<file path="src/rtl/rvm_axi_master_pkg.sv">
// Encodings shared by the AXI4-Lite memory initiator: FSM states, response and size codes.
package rvm_axi_master_pkg;

  localparam int unsigned state_w = 3;
  localparam int unsigned size_w  = 3;
  localparam int unsigned resp_w  = 2;

  typedef enum logic [state_w-1:0] {
    st_idle = 3'd0,
    st_ar   = 3'd1,
    st_r    = 3'd2,
    st_aww  = 3'd3,
    st_b    = 3'd4,
    st_resp = 3'd5
  } state_t;

  localparam logic [resp_w-1:0] resp_okay = 2'b00;

  localparam logic [size_w-1:0] size_byte = 3'd0;
  localparam logic [size_w-1:0] size_half = 3'd1;
  localparam logic [size_w-1:0] size_word = 3'd2;

  // A request is rejected when its size is unknown or its address is not size-aligned.
  function automatic logic req_illegal(input logic [size_w-1:0] size, input logic [1:0] addr_lo);
    logic bad;
    case (size)
      size_byte: bad = 1'b0;
      size_half: bad = addr_lo[0];
      size_word: bad = (addr_lo != 2'b00);
      default:   bad = 1'b1;
    endcase
    return bad;
  endfunction

endpackage

</file>
<file path="src/rtl/rvm_axi_master.sv">
// AXI4-Lite initiator: converts the core's single-outstanding request port into
// one AXI4-Lite read or write transaction at a time, ending each in one mem_ack pulse.
module rvm_axi_master
  import rvm_axi_master_pkg::*;
#(
  parameter int unsigned addr_w = 32,
  parameter int unsigned data_w = 32
) (
  input  logic                  ACLK,
  input  logic                  ARESET,
  input  logic                  mem_req,
  input  logic                  mem_wen,
  input  logic [addr_w-1:0]     mem_addr,
  input  logic [size_w-1:0]     mem_size,
  input  logic [data_w-1:0]     mem_wdata,
  input  logic [data_w/8-1:0]   mem_strb,
  output logic                  mem_ack,
  output logic [data_w-1:0]     mem_rdata,
  output logic                  mem_error,
  output logic [addr_w-1:0]     M_AXI_ARADDR,
  output logic [size_w-1:0]     M_AXI_ARSIZE,
  output logic                  M_AXI_ARVALID,
  input  logic                  M_AXI_ARREADY,
  input  logic [data_w-1:0]     M_AXI_RDATA,
  input  logic [resp_w-1:0]     M_AXI_RRESP,
  input  logic                  M_AXI_RVALID,
  output logic                  M_AXI_RREADY,
  output logic [addr_w-1:0]     M_AXI_AWADDR,
  output logic [size_w-1:0]     M_AXI_AWSIZE,
  output logic                  M_AXI_AWVALID,
  input  logic                  M_AXI_AWREADY,
  output logic [data_w-1:0]     M_AXI_WDATA,
  output logic [data_w/8-1:0]   M_AXI_WSTRB,
  output logic                  M_AXI_WVALID,
  input  logic                  M_AXI_WREADY,
  input  logic [resp_w-1:0]     M_AXI_BRESP,
  input  logic                  M_AXI_BVALID,
  output logic                  M_AXI_BREADY
);

  state_t                state;
  logic [addr_w-1:0]     addr_q;
  logic [size_w-1:0]     size_q;
  logic [data_w-1:0]     wdata_q;
  logic [data_w/8-1:0]   strb_q;
  logic                  aw_done;
  logic                  w_done;
  logic                  aw_hs;
  logic                  w_hs;

  // Payload registers feed both address channels; they only change in IDLE.
  assign M_AXI_ARADDR = addr_q;
  assign M_AXI_ARSIZE = size_q;
  assign M_AXI_AWADDR = addr_q;
  assign M_AXI_AWSIZE = size_q;
  assign M_AXI_WDATA  = wdata_q;
  assign M_AXI_WSTRB  = strb_q;

  assign aw_hs = M_AXI_AWVALID & M_AXI_AWREADY;
  assign w_hs  = M_AXI_WVALID & M_AXI_WREADY;

  always_ff @(posedge ACLK or posedge ARESET) begin
    if (ARESET) begin
      state         <= st_idle;
      addr_q        <= '0;
      size_q        <= '0;
      wdata_q       <= '0;
      strb_q        <= '0;
      aw_done       <= 1'b0;
      w_done        <= 1'b0;
      mem_ack       <= 1'b0;
      mem_error     <= 1'b0;
      mem_rdata     <= '0;
      M_AXI_ARVALID <= 1'b0;
      M_AXI_RREADY  <= 1'b0;
      M_AXI_AWVALID <= 1'b0;
      M_AXI_WVALID  <= 1'b0;
      M_AXI_BREADY  <= 1'b0;
    end else begin
      mem_ack <= 1'b0;
      case (state)
        st_idle: begin
          if (mem_req) begin
            addr_q  <= mem_addr;
            size_q  <= mem_size;
            wdata_q <= mem_wdata;
            strb_q  <= mem_strb;
            aw_done <= 1'b0;
            w_done  <= 1'b0;
            if (req_illegal(mem_size, mem_addr[1:0])) begin
              mem_ack   <= 1'b1;
              mem_error <= 1'b1;
              state     <= st_resp;
            end else if (mem_wen) begin
              M_AXI_AWVALID <= 1'b1;
              M_AXI_WVALID  <= 1'b1;
              state         <= st_aww;
            end else begin
              M_AXI_ARVALID <= 1'b1;
              state         <= st_ar;
            end
          end
        end
        st_ar: begin
          if (M_AXI_ARREADY) begin
            M_AXI_ARVALID <= 1'b0;
            M_AXI_RREADY  <= 1'b1;
            state         <= st_r;
          end
        end
        st_r: begin
          if (M_AXI_RVALID) begin
            mem_rdata    <= M_AXI_RDATA;
            mem_error    <= (M_AXI_RRESP != resp_okay);
            mem_ack      <= 1'b1;
            M_AXI_RREADY <= 1'b0;
            state        <= st_resp;
          end
        end
        st_aww: begin
          // AW and W retire independently; B opens once both are done.
          if (aw_hs) begin
            M_AXI_AWVALID <= 1'b0;
            aw_done       <= 1'b1;
          end
          if (w_hs) begin
            M_AXI_WVALID <= 1'b0;
            w_done       <= 1'b1;
          end
          if ((aw_done | aw_hs) && (w_done | w_hs)) begin
            M_AXI_BREADY <= 1'b1;
            state        <= st_b;
          end
        end
        st_b: begin
          if (M_AXI_BVALID) begin
            mem_error    <= (M_AXI_BRESP != resp_okay);
            mem_ack      <= 1'b1;
            M_AXI_BREADY <= 1'b0;
            state        <= st_resp;
          end
        end
        st_resp: begin
          mem_error <= 1'b0;
          state     <= st_idle;
        end
        default: state <= st_idle;
      endcase
    end
  end

endmodule

</file>
<file path="config.mk">
export PLATFORM = sky130hd
export DESIGN_NAME = rvm_axi_master
export DESIGN_NICKNAME = d
export VERILOG_FILES = /design/src/rtl/rvm_axi_master_pkg.sv /design/src/rtl/rvm_axi_master.sv
export SDC_FILE = /design/constraint.sdc
export NUM_CORES = 1
export LEC_CHECK = 0
export BUFFER_PORTS_ARGS = -buffer_cell sky130_fd_sc_hd__buf_2
export CAP_MARGIN = 20
export CORE_AREA = 5 5 97 121
export CTS_CLUSTER_SIZE = 10
export DETAILED_ROUTE_END_ITERATION = 12
export DIE_AREA = 0 0 102 126
export HOLD_SLACK_MARGIN = 0.08
export PLACE_DENSITY_LB_ADDON = 0.05
export SLEW_MARGIN = 20
export SYNTH_ARGS = -nofsm -noshare
export SYNTH_HDL_FRONTEND = slang
export SYNTH_SLANG_ARGS = --single-unit
</file>
<file path="constraint.sdc">
create_clock -name ACLK -period 6.9 [get_ports ACLK]
set_input_delay 0.69 -clock ACLK [delete_from_list [all_inputs] [get_ports ACLK]]
set_output_delay 0.69 -clock ACLK [all_outputs]
set_load 0.05 [all_outputs]
</file>
==> results of run 1 <==
-- cells by family after synthesis --
group,count (synthesis),synth area share [%]
buffers and inverters,64,9.175
AO/OA/AOI/OAI,27,3.778
multiplexers,33,7.607
flip-flops,115,59.11
AND/OR/NAND/NOR,250,20.33
-- state kept, by name (all words and copies together), names as in the netlist, 3 cells and up --
name          count
state             3
M_AXI_ARADDR     32
M_AXI_WSTRB       4
M_AXI_ARSIZE      3
M_AXI_WDATA      32
mem_rdata        32
-- cells in the mapped netlist, types with 2 or more instances --
cell,instances
inv_1,5
mux2_2,10
nor4_1,2
buf_6,9
o21ai_0,3
nor2_1,10
buf_4,35
nor2b_1,2
o22ai_1,2
a21o_1,2
nand2_1,221
dfrtp_1,115
buf_2,6
a21oi_1,7
mux2_1,22
nor3_1,3
nand3_1,5
clkbuf_1,9
a41oi_1,2
-- through the flow --
stage | hold WS [ps] | setup slack [ps] | utilization, %
floorplan | 466.9 | 3166 | -
global placement | 454.0 | 4472 | 56.83
detailed placement | 457.5 | 4413 | 56.83
CTS | 319.9 | 4413 | 62.53
global route | 351.9 | 4220 | 62.56
finish | 323.3 | 4437 | 62.56
-- cells in the final DEF, fill, tap and decap left out, types with 2 or more instances in the layout --
cell type and instances:
inv_1 4, buf_2 260, nand2_1 220, a21oi_1 7, buf_4 3, clkbuf_16 17
o21ai_0 3, nor2b_1 2, o22ai_1 2, dfrtp_1 115, mux2_2 10, bufinv_16 2
nor4_1 2, nor2_1 10, a41oi_1 2, clkinv_4 4, a21o_1 2, mux2_1 22
nor3_1 3, nand3_1 5, nand2_2 2, clkinvlp_4 7
-- worst max-delay path, cell delays in order (launching register included) --
cell     delay, ps
dfrtp_1        610
nor3_2         340
and2_2         620
buf_4          490
nand3_1        170
o21ai_1        140
-- path summary, 6_finish.rpt --
check	start	slack (ps)	end
worst max-delay path	state[0]$_DFFE_PP0P_	4440	M_AXI_WVALID$_DFFE_PP0P_
max in group asynchronous	ARESET	5510	M_AXI_ARADDR[1]$_DFFE_PP0P_
worst min-delay path	ARESET	320	mem_rdata[1]$_DFFE_PP0N_
worst max register to register	state[0]$_DFFE_PP0P_	4440	M_AXI_WVALID$_DFFE_PP0P_
worst min register to register	M_AXI_WDATA[21]$_DFFE_PP0P_	470	M_AXI_WDATA[21]$_DFFE_PP0P_
min in group ACLK	M_AXI_WDATA[21]$_DFFE_PP0P_	470	M_AXI_WDATA[21]$_DFFE_PP0P_
-- routing by layer --
layer | vias to the layer above | global-route usage, % | routed length [um]
met4 | 2 | 5.792 | 148
li1 | 1970 | - | -
met1 | 1947 | 24.38 | 5019
met2 | 181 | 35.13 | 6848
met5 | - | 0 | 7
met3 | 10 | 8.020 | 1405
-- area by class of cell --
type / count / share of cell area [%]
Inverter: 5 / 0.3251
Clock buffer: 18 / 6.713
Clock inverter: 14 / 2.391
Timing Repair Buffer: 264 / 20.41
Sequential cell: 115 / 43.99
Tap cell: 132 / 2.524
Multi-Input combinational cell: 310 / 23.66
==> results.json, run 1 <==
{
  "crit_fanout": 41,
  "maxSlewViolCount": 0,
  "cts_sinks": 115,
  "cp-start-kind": "register",
  "rsz0062_at_grt": "false",
  "grt-ovfl-total": 0,
  "critPathKind": "register to register",
  "setup_tns_ps": 0,
  "cts-root-buf": "clkbuf_16",
  "cts_resized": 0,
  "grt_util_all_layers_pct": 20.75,
  "place_inst": 826,
  "dpl_cell_area_mm2": 0.005943,
  "numCtsBuffers": 17,
  "reg2reg_depth": 5,
  "nets": 829,
  "min_path_type": "input port to async pin",
  "cts_buffer_depth": 2,
  "cts_tree": "yes",
  "clk_latency_ps": 400,
  "grt_pass1_wl_um": 20660,
  "dieArea_mm2": 0.01285,
  "avgSynthCellArea_um2": 9.956,
  "synthCells": 489,
  "diodes": 0,
  "hold_viol_final": 0,
  "wl_um": 13430,
  "period_needed_ps": 2463,
  "status": "finished, final reports clean",
  "cts_hold_buf": 0,
  "multi_input_area_mm2": 0.001548,
  "netlist_area_mm2": 0.004868,
  "min_period_over_period_pct": 35.69,
  "start_util_pct": 46.55,
  "post_drt_wl_per_cell_um": 15.65,
  "cp.arrival_ps": 2790,
  "drc": 0,
  "end_kind": "register",
  "grt_pass1_vias": 4126,
  "post_drt_via_cell_ratio": 4.790,
  "grt_start_max_net_pins": 80,
  "required_ps": 7230,
  "synth_ff_type": "dfrtp_1",
  "ys_seq_area_share_pct": 59.11,
  "fillers": 948,
  "synth_top_area_share_pct": 59.11,
  "dieHeight_um": 126,
  "dpl.hpwl_um": 9997,
  "firstDrtPassIters": 4,
  "core-area_mm2": 0.01046,
  "dieWidth_um": 102,
  "drive_above_1_share_pct": 43.25,
  "synth_edf_count": 0,
  "syn-num-nets": 605,
  "drt_iter0_markers": 118,
  "gp_congestion": 0.7827,
  "synthArstFlopShare_pct": 100.0,
  "final_cells": 858,
  "max_freq_ghz": 0.4060,
  "h-tree-depth": 4,
  "fin_skew_ps": 5.064,
  "drv_cap": 0,
  "io_buffers": 260,
  "placementRows": 42,
  "layout.area.seq_mm2": 0.002878,
  "tightest_slew_ps": 725.6,
  "ys_types": 38,
  "path_clk_slew_ps": 60,
  "antenna_found_initial": 1,
  "final_antenna_net_count": 0,
  "final_area_mm2": 0.006543,
  "area_delta_synth_final_pct": 34.39,
  "post-cts-setup-buffers": 0,
  "ys_seq_elements": 115,
  "yosys-top-cells-area": "dfrtp_1 (59%), nand2_1 (17%), buf_4 (5.4%), mux2_1 (5.1%), mux2_2 (2.3%)",
  "vias": 4110,
  "maxSlewHeadroom_pct": 51.63,
  "ioPinCount": 261,
  "netlist.top_cell.by_area": "dfrtp_1",
  "yosysWarnings": 0,
  "setup_viol": 0
}
Power of run 1 is not shown: default switching activity piles up to over one toggle a cycle in this logic, so the estimate is an artifact.
==> inputs of run 2 (changes only) <==
--- a/config.mk
+++ b/config.mk
@@ -5,12 +5,13 @@
 export SDC_FILE = /design/constraint.sdc
 export NUM_CORES = 1
 export LEC_CHECK = 0
+export ABC_AREA = 1
 export BUFFER_PORTS_ARGS = -buffer_cell sky130_fd_sc_hd__buf_2
 export CAP_MARGIN = 20
-export CORE_AREA = 5 5 97 121
+export CORE_AREA = 5 5 106 133
 export CTS_CLUSTER_SIZE = 10
 export DETAILED_ROUTE_END_ITERATION = 12
-export DIE_AREA = 0 0 102 126
+export DIE_AREA = 0 0 111 138
 export HOLD_SLACK_MARGIN = 0.08
 export PLACE_DENSITY_LB_ADDON = 0.05
 export SLEW_MARGIN = 20
==> constraint.sdc (replaced) <==
create_clock -name ACLK -period 2.2 [get_ports ACLK]
set_input_delay 0.22 -clock ACLK [delete_from_list [all_inputs] [get_ports ACLK]]
set_output_delay 0.22 -clock ACLK [all_outputs]
set_load 0.05 [all_outputs]
==> results.json, run 2 <==
{
  "status": "finished, final reports clean",
  "tightest_slew_ps": 609.1,
  "synth_top_area_share_pct": 56.64,
  "ys_seq_area_share_pct": 56.64,
  "grt_util_all_layers_pct": 20.91,
  "final_antenna_net_count": 0,
  "netlist.top_cell.by_area": "dfrtp_1",
  "drv_cap": 0,
  "start_util_pct": 40.31,
  "period_needed_ps": 1677,
  "peakVddDrop_mv": 0.8346,
  "cts_sinks": 115,
  "r2r-end": "mem_ack$_DFF_PP0_",
  "muxShareOfSynthArea_pct": 0,
  "slowest_stage": "dfrtp_1",
  "synthArstFlopShare_pct": 100.0,
  "post_drt_via_cell_ratio": 4.565,
  "antenna_found_initial": 2,
  "reg2reg_depth": 6,
  "avgSynthCellArea_um2": 8.554,
  "final_cells": 1100,
  "firstDrtPassIters": 6,
  "cts_tree": "yes",
  "cts-root-buf": "clkbuf_16",
  "synthSimpleGateAreaFrac_pct": 30.36,
  "cp_cell_sequence": "nor2_8 -> nand3_2 -> inv_2 -> buf_12 -> nand2_1 -> o211ai_1",
  "syn-num-nets": 710,
  "dieHeight_um": 138,
  "vias": 5022,
  "setup_tns_ps": 0,
  "netlist_top_cells_count": "nand2_1 (315), dfrtp_1 (115), buf_4 (46)",
  "rr_startpoint": "state[0]$_DFFE_PP0P_",
  "p_per_area_mw_per_mm2": 1872,
  "cp-start-kind": "register",
  "hold_viol_final": 0,
  "crit_family": "buffers and inverters",
  "area_delta_synth_final_pct": 54.32,
  "dieWidth_um": 111,
  "fin_skew_ps": 6.743,
  "netlist_area_mm2": 0.005081,
  "min_period_over_period_pct": 76.22,
  "hold_ws_ps": 103.2,
  "leakagePower_nw": 4.527,
  "drc": 0,
  "synth_top_family_by_area": "simple AND/OR/NAND/NOR gates",
  "rsz0062_at_grt": "false",
  "post_drt_wl_per_cell_um": 14.56,
  "synth_edf_count": 0,
  "critPathKind": "register to register",
  "synth_compound_area_share_pct": 1.650,
  "setup_viol": 0,
  "synthCells": 594,
  "cts_resized": 0,
  "dpl.hpwl_um": 10690,
  "slowest_delay_ps": 520,
  "layout_commonest_cell": "nand2_1",
  "path_buf_inv": 2,
  "clk_latency_ps": 400,
  "required_ps": 2510,
  "rrSetupSlack_ps": 520,
  "yosysWarnings": 0,
  "crit_fanout": 27,
  "h-tree-depth": 4,
  "placementRows": 46,
  "post-cts-setup-buffers": 0,
  "core-area_mm2": 0.01260,
  "nets": 1034,
  "yosysMostFrequentCell": "nand2_1",
  "grt_start_max_net_pins": 116,
  "wl_um": 16010,
  "startpoint": "state[0]$_DFFE_PP0P_",
  "numCtsBuffers": 17,
  "grt-ovfl-total": 0,
  "end_kind": "register",
  "critPathCapture": "mem_ack$_DFF_PP0_",
  "mostFrequentLayoutCells": "nand2_1 (315), buf_2 (260), dfrtp_1 (115)",
  "yosys-top-cells-area": "dfrtp_1 (57%), nand2_1 (23%), buf_4 (6.8%), nand3_1 (4.2%), buf_6 (2.7%)",
  "min_path_type": "input port to register",
  "ys_seq_elements": 115,
  "synthAdderAreaFrac_pct": 0,
  "cp_num_cells": 6,
  "max_freq_ghz": 0.5964,
  "path_clk_slew_ps": 50,
  "synth_ff_type": "dfrtp_1",
  "place_inst": 966,
  "gp_congestion": 0.8743,
  "grt_pass1_wl_um": 26180,
  "synth_xor_xnor_area_share_pct": 0,
  "cts_buffer_depth": 2,
  "ioPinCount": 261,
  "maxSlewHeadroom_pct": 59.39,
  "min_path_cells": 3,
  "maxSlewViolCount": 0,
  "drt_iter0_markers": 369,
  "cp.arrival_ps": 1990,
  "grt_pass1_vias": 5178,
  "dieArea_mm2": 0.01532,
  "ys_types": 22,
  "io_buffers": 260,
  "drive_above_1_share_pct": 33.08,
  "fillers": 1071
}
-- run 2: changes by cell type in the layout (fill, tap and decap cells not counted), moves of 4 or more --
cell,delta
a21oi_1,-4
clkinv_2,+4
clkinvlp_4,-6
dlygate4sd3_1,+101
inv_1,+12
mux2_1,-22
mux2_2,-10
nand2_1,+95
nand3_1,+38
o21ai_0,+6
-- run 2: cells by family (layout without fill, tap and decap cells) --
family,Yosys count,after routing
other,0,1
buffers and inverters,83,420
AO/OA/AOI/OAI,15,15
AND/OR/NAND/NOR,381,381
flip-flops,115,115
-- run 2: worst min-delay path by stage --
stage                   from                     endpoint  slack (ps)
3_3_place_gp     mem_strb[1]   M_AXI_WSTRB[1]$_DFFE_PP0P_         420
6_report         mem_size[1]  M_AXI_ARSIZE[1]$_DFFE_PP0P_         100
3_5_place_dp   mem_wdata[21]  M_AXI_WDATA[21]$_DFFE_PP0P_         420
5_1_grt          mem_size[1]  M_AXI_ARSIZE[1]$_DFFE_PP0P_         140
2_1_floorplan    mem_addr[0]  M_AXI_ARADDR[0]$_DFFE_PP0P_         330
4_1_cts          mem_size[1]  M_AXI_ARSIZE[1]$_DFFE_PP0P_          90
-- run 2: metal layers --
layer | wire, um | up-vias | global-route usage [%] | share of wire (%)
met3 | 1251 | 37 | 6.984 | 7.8
met4 | 458 | 2 | 8.171 | 2.9
met5 | 7 | - | 0 | 0.044
li1 | - | 2452 | - | -
met2 | 8284 | 227 | 36.60 | 52
met1 | 6009 | 2304 | 23.44 | 38
-- run 2: timing repair --
item,in CTS,in global routing
endpoints found under the hold margin,215,0
endpoints found under the setup margin,0,0
hold buffers,101,0
-- run 2: worst reg2reg max path, stage by stage, from the launching register on --
cell and delay (ps):
dfrtp_1 520, nor2_8 200, nand3_2 140, inv_2 330, buf_12 230, nand2_1 80
o211ai_1 80
-- run 2: layout make-up --
cell class	instances	area (um^2)	area share, %
diodes	1	2.502	0.03191
clock inverters	10	178.9	2.282
well taps	168	210.2	2.681
flip-flops and latches	115	2878	36.70
repair buffers	368	2402	30.64
inverters	20	78.83	1.005
clock buffers	22	464.2	5.920
multi-input cells	396	1627	20.74
-- run 2: power by group --
part           leakage, nW  switching [mW]  total (mW)  internal, mW
sequential            1.44           0.680        3.78          3.10
combinational         2.77            6.19        7.91          1.72
clock                0.318           0.923        2.99          2.06
total                 4.53            7.79        14.7          6.88
-- run 2: stage by stage --
step | instance area, um^2 | util [%] | setup slack (ps) | power, mW
floorplan | 5085 | - | 580.6 | 10.17
global placement | 6185 | 49.07 | 612.8 | 11.49
detailed placement | 6185 | 49.07 | 539.9 | 11.57
CTS | 7839 | 62.19 | 508.2 | 14.77
global route | 7841 | 62.21 | 378.5 | 15.46
finish | 7841 | 62.21 | 523.3 | 14.68
No activity file was read; power rests on OpenSTA's default activity.
==> inputs of run 3 (changes only) <==
--- a/config.mk
+++ b/config.mk
@@ -8,10 +8,10 @@
 export ABC_AREA = 1
 export BUFFER_PORTS_ARGS = -buffer_cell sky130_fd_sc_hd__buf_2
 export CAP_MARGIN = 20
-export CORE_AREA = 5 5 106 133
+export CORE_AREA = 5 5 101 126
 export CTS_CLUSTER_SIZE = 10
 export DETAILED_ROUTE_END_ITERATION = 12
-export DIE_AREA = 0 0 111 138
+export DIE_AREA = 0 0 106 131
 export HOLD_SLACK_MARGIN = 0.08
 export PLACE_DENSITY_LB_ADDON = 0.05
 export SLEW_MARGIN = 20
==> constraint.sdc (replaced) <==
create_clock -name ACLK -period 1.8 [get_ports ACLK]
set_input_delay 0.18 -clock ACLK [delete_from_list [all_inputs] [get_ports ACLK]]
set_output_delay 0.18 -clock ACLK [all_outputs]
set_load 0.05 [all_outputs]
==> results.json, run 3 (synthesis results as in run 2) <==
{
  "r2r-end": "M_AXI_ARADDR[13]$_DFFE_PP0P_",
  "drc": 0,
  "rrSetupSlack_ps": 290,
  "hold_ws_ps": 84.14,
  "grt_start_max_net_pins": 116,
  "post_drt_via_cell_ratio": 4.655,
  "setup_viol": 0,
  "setup_tns_ps": 0,
  "cts_resized": 0,
  "final_antenna_net_count": 0,
  "h-tree-depth": 4,
  "crit_fanout": 19,
  "antenna_found_initial": 1,
  "finalPower_mw": 18.03,
  "grt-ovfl-total": 0,
  "required_ps": 2140,
  "cp-start-kind": "register",
  "final_cells": 1076,
  "hold_viol_final": 0,
  "rr_startpoint": "state[0]$_DFFE_PP0P_",
  "grt_pass1_wl_um": 24790,
  "critPathKind": "register to register",
  "drive_above_1_share_pct": 33.40,
  "wl_um": 15740,
  "cts_buffer_depth": 2,
  "vias": 5009,
  "start_util_pct": 44.37,
  "period_needed_ps": 1510,
  "fin_skew_ps": 15.28,
  "fin_ws_ps": 290.1,
  "maxSlewViolCount": 0,
  "cts_sinks": 115,
  "grt_pass1_vias": 5084,
  "dpl.hpwl_um": 10470,
  "io_buffers": 260,
  "drt_iter0_markers": 207,
  "path_clk_slew_ps": 50,
  "nets": 1040,
  "placementRows": 44,
  "gp_congestion": 0.8561,
  "leakagePower_nw": 4.561,
  "dieHeight_um": 131,
  "max_freq_ghz": 0.6623,
  "min_period_over_period_pct": 83.89,
  "core-area_mm2": 0.01145,
  "fillers": 952,
  "cts-root-buf": "clkbuf_16",
  "tightest_slew_ps": 609.9,
  "pre_cts_slack_ps": 289.6,
  "drv_cap": 0,
  "peakVddDrop_mv": 1.110,
  "end_kind": "register",
  "critPathCapture": "M_AXI_ARADDR[13]$_DFFE_PP0P_",
  "firstDrtPassIters": 5,
  "grt_util_all_layers_pct": 22.80,
  "dieArea_mm2": 0.01389,
  "p_per_area_mw_per_mm2": 2294,
  "post_drt_wl_per_cell_um": 14.63,
  "cp.arrival_ps": 1850,
  "numCtsBuffers": 17,
  "status": "finished, final reports clean",
  "mostFrequentLayoutCells": "nand2_1 (315), buf_2 (260), dfrtp_1 (115)",
  "clk_latency_ps": 410,
  "layout_commonest_cell": "nand2_1",
  "place_inst": 940,
  "ioPinCount": 261,
  "rsz0062_at_grt": "false",
  "area_delta_synth_final_pct": 54.69,
  "reg2reg_depth": 6,
  "dieWidth_um": 106,
  "min_path_type": "input port to register",
  "maxSlewHeadroom_pct": 59.34,
  "startpoint": "state[0]$_DFFE_PP0P_",
  "cts_tree": "yes"
}
-- run 3: cell count changes in the layout (fill, tap and decap cells not counted) --
cell           before  now
buf_4               4    9
clkbuf_8            2    4
dlygate4sd3_1     101  103
buf_12              3    2
clkbuf_1            3    2
clkinv_2            4    3
-- run 3: metal layers --
layer | share of wire, % | up-vias | track usage (%)
met3 | 7.0 | 27 | 7.125
li1 | - | 2458 | -
met2 | 51 | 212 | 39.98
met4 | 2.2 | 0 | 8.994
met1 | 39 | 2312 | 26.19
met5 | 0 | - | 0
-- run 3: critical path, stage by stage (launching register included) --
cell	delay, ps
dfrtp_1	470
nor2_8	170
nand3_2	100
inv_2	250
buf_4	300
nand2_1	80
nand2_1	60
-- run 3: through the flow --
stage	cell area [um^2]	util, %
final	7860	68.64
after global routing	7860	68.64
after CTS	7858	68.62
after detailed placement	6165	53.84
after global placement	6165	53.84
after floorplan	5085	-
-- run 3: where the power goes --
group | internal, mW | switching (mW) | total [mW]
sequential | 3.79 | 0.774 | 4.56
clock | 2.60 | 1.13 | 3.73
combinational | 2.13 | 7.60 | 9.74
total | 8.52 | 9.51 | 18.0
-- run 3: final cells by class --
| cell class | count | area (um^2) | area share (%) |
|---|---|---|---|
| Clock inverter | 9 | 173.9 | 2.213 |
| Sequential cell | 115 | 2878 | 36.61 |
| Tap cell | 138 | 172.7 | 2.197 |
| Timing Repair Buffer | 374 | 2440 | 31.04 |
| Multi-Input combinational cell | 396 | 1627 | 20.69 |
| Antenna cell | 1 | 2.502 | 0.03184 |
| Inverter | 20 | 78.83 | 1.003 |
| Clock buffer | 23 | 488.0 | 6.208 |
-- run 3: repair_timing --
action	CTS	global route
setup buffers	0	0
hold buffers	103	0
endpoints found under the hold margin	217	0
-- run 3: worst min path at each step --
stage	start	endpoint	slack (ps)	depth (start not counted)
after floorplan	mem_addr[0]	M_AXI_ARADDR[0]$_DFFE_PP0P_	290	2
after global placement	mem_addr[29]	M_AXI_ARADDR[29]$_DFFE_PP0P_	380	3
after detailed placement	mem_addr[29]	M_AXI_ARADDR[29]$_DFFE_PP0P_	380	3
after CTS	M_AXI_BVALID	mem_ack$_DFF_PP0_	90	3
after global routing	M_AXI_BVALID	mem_ack$_DFF_PP0_	90	3
final	M_AXI_BVALID	mem_ack$_DFF_PP0_	80	3
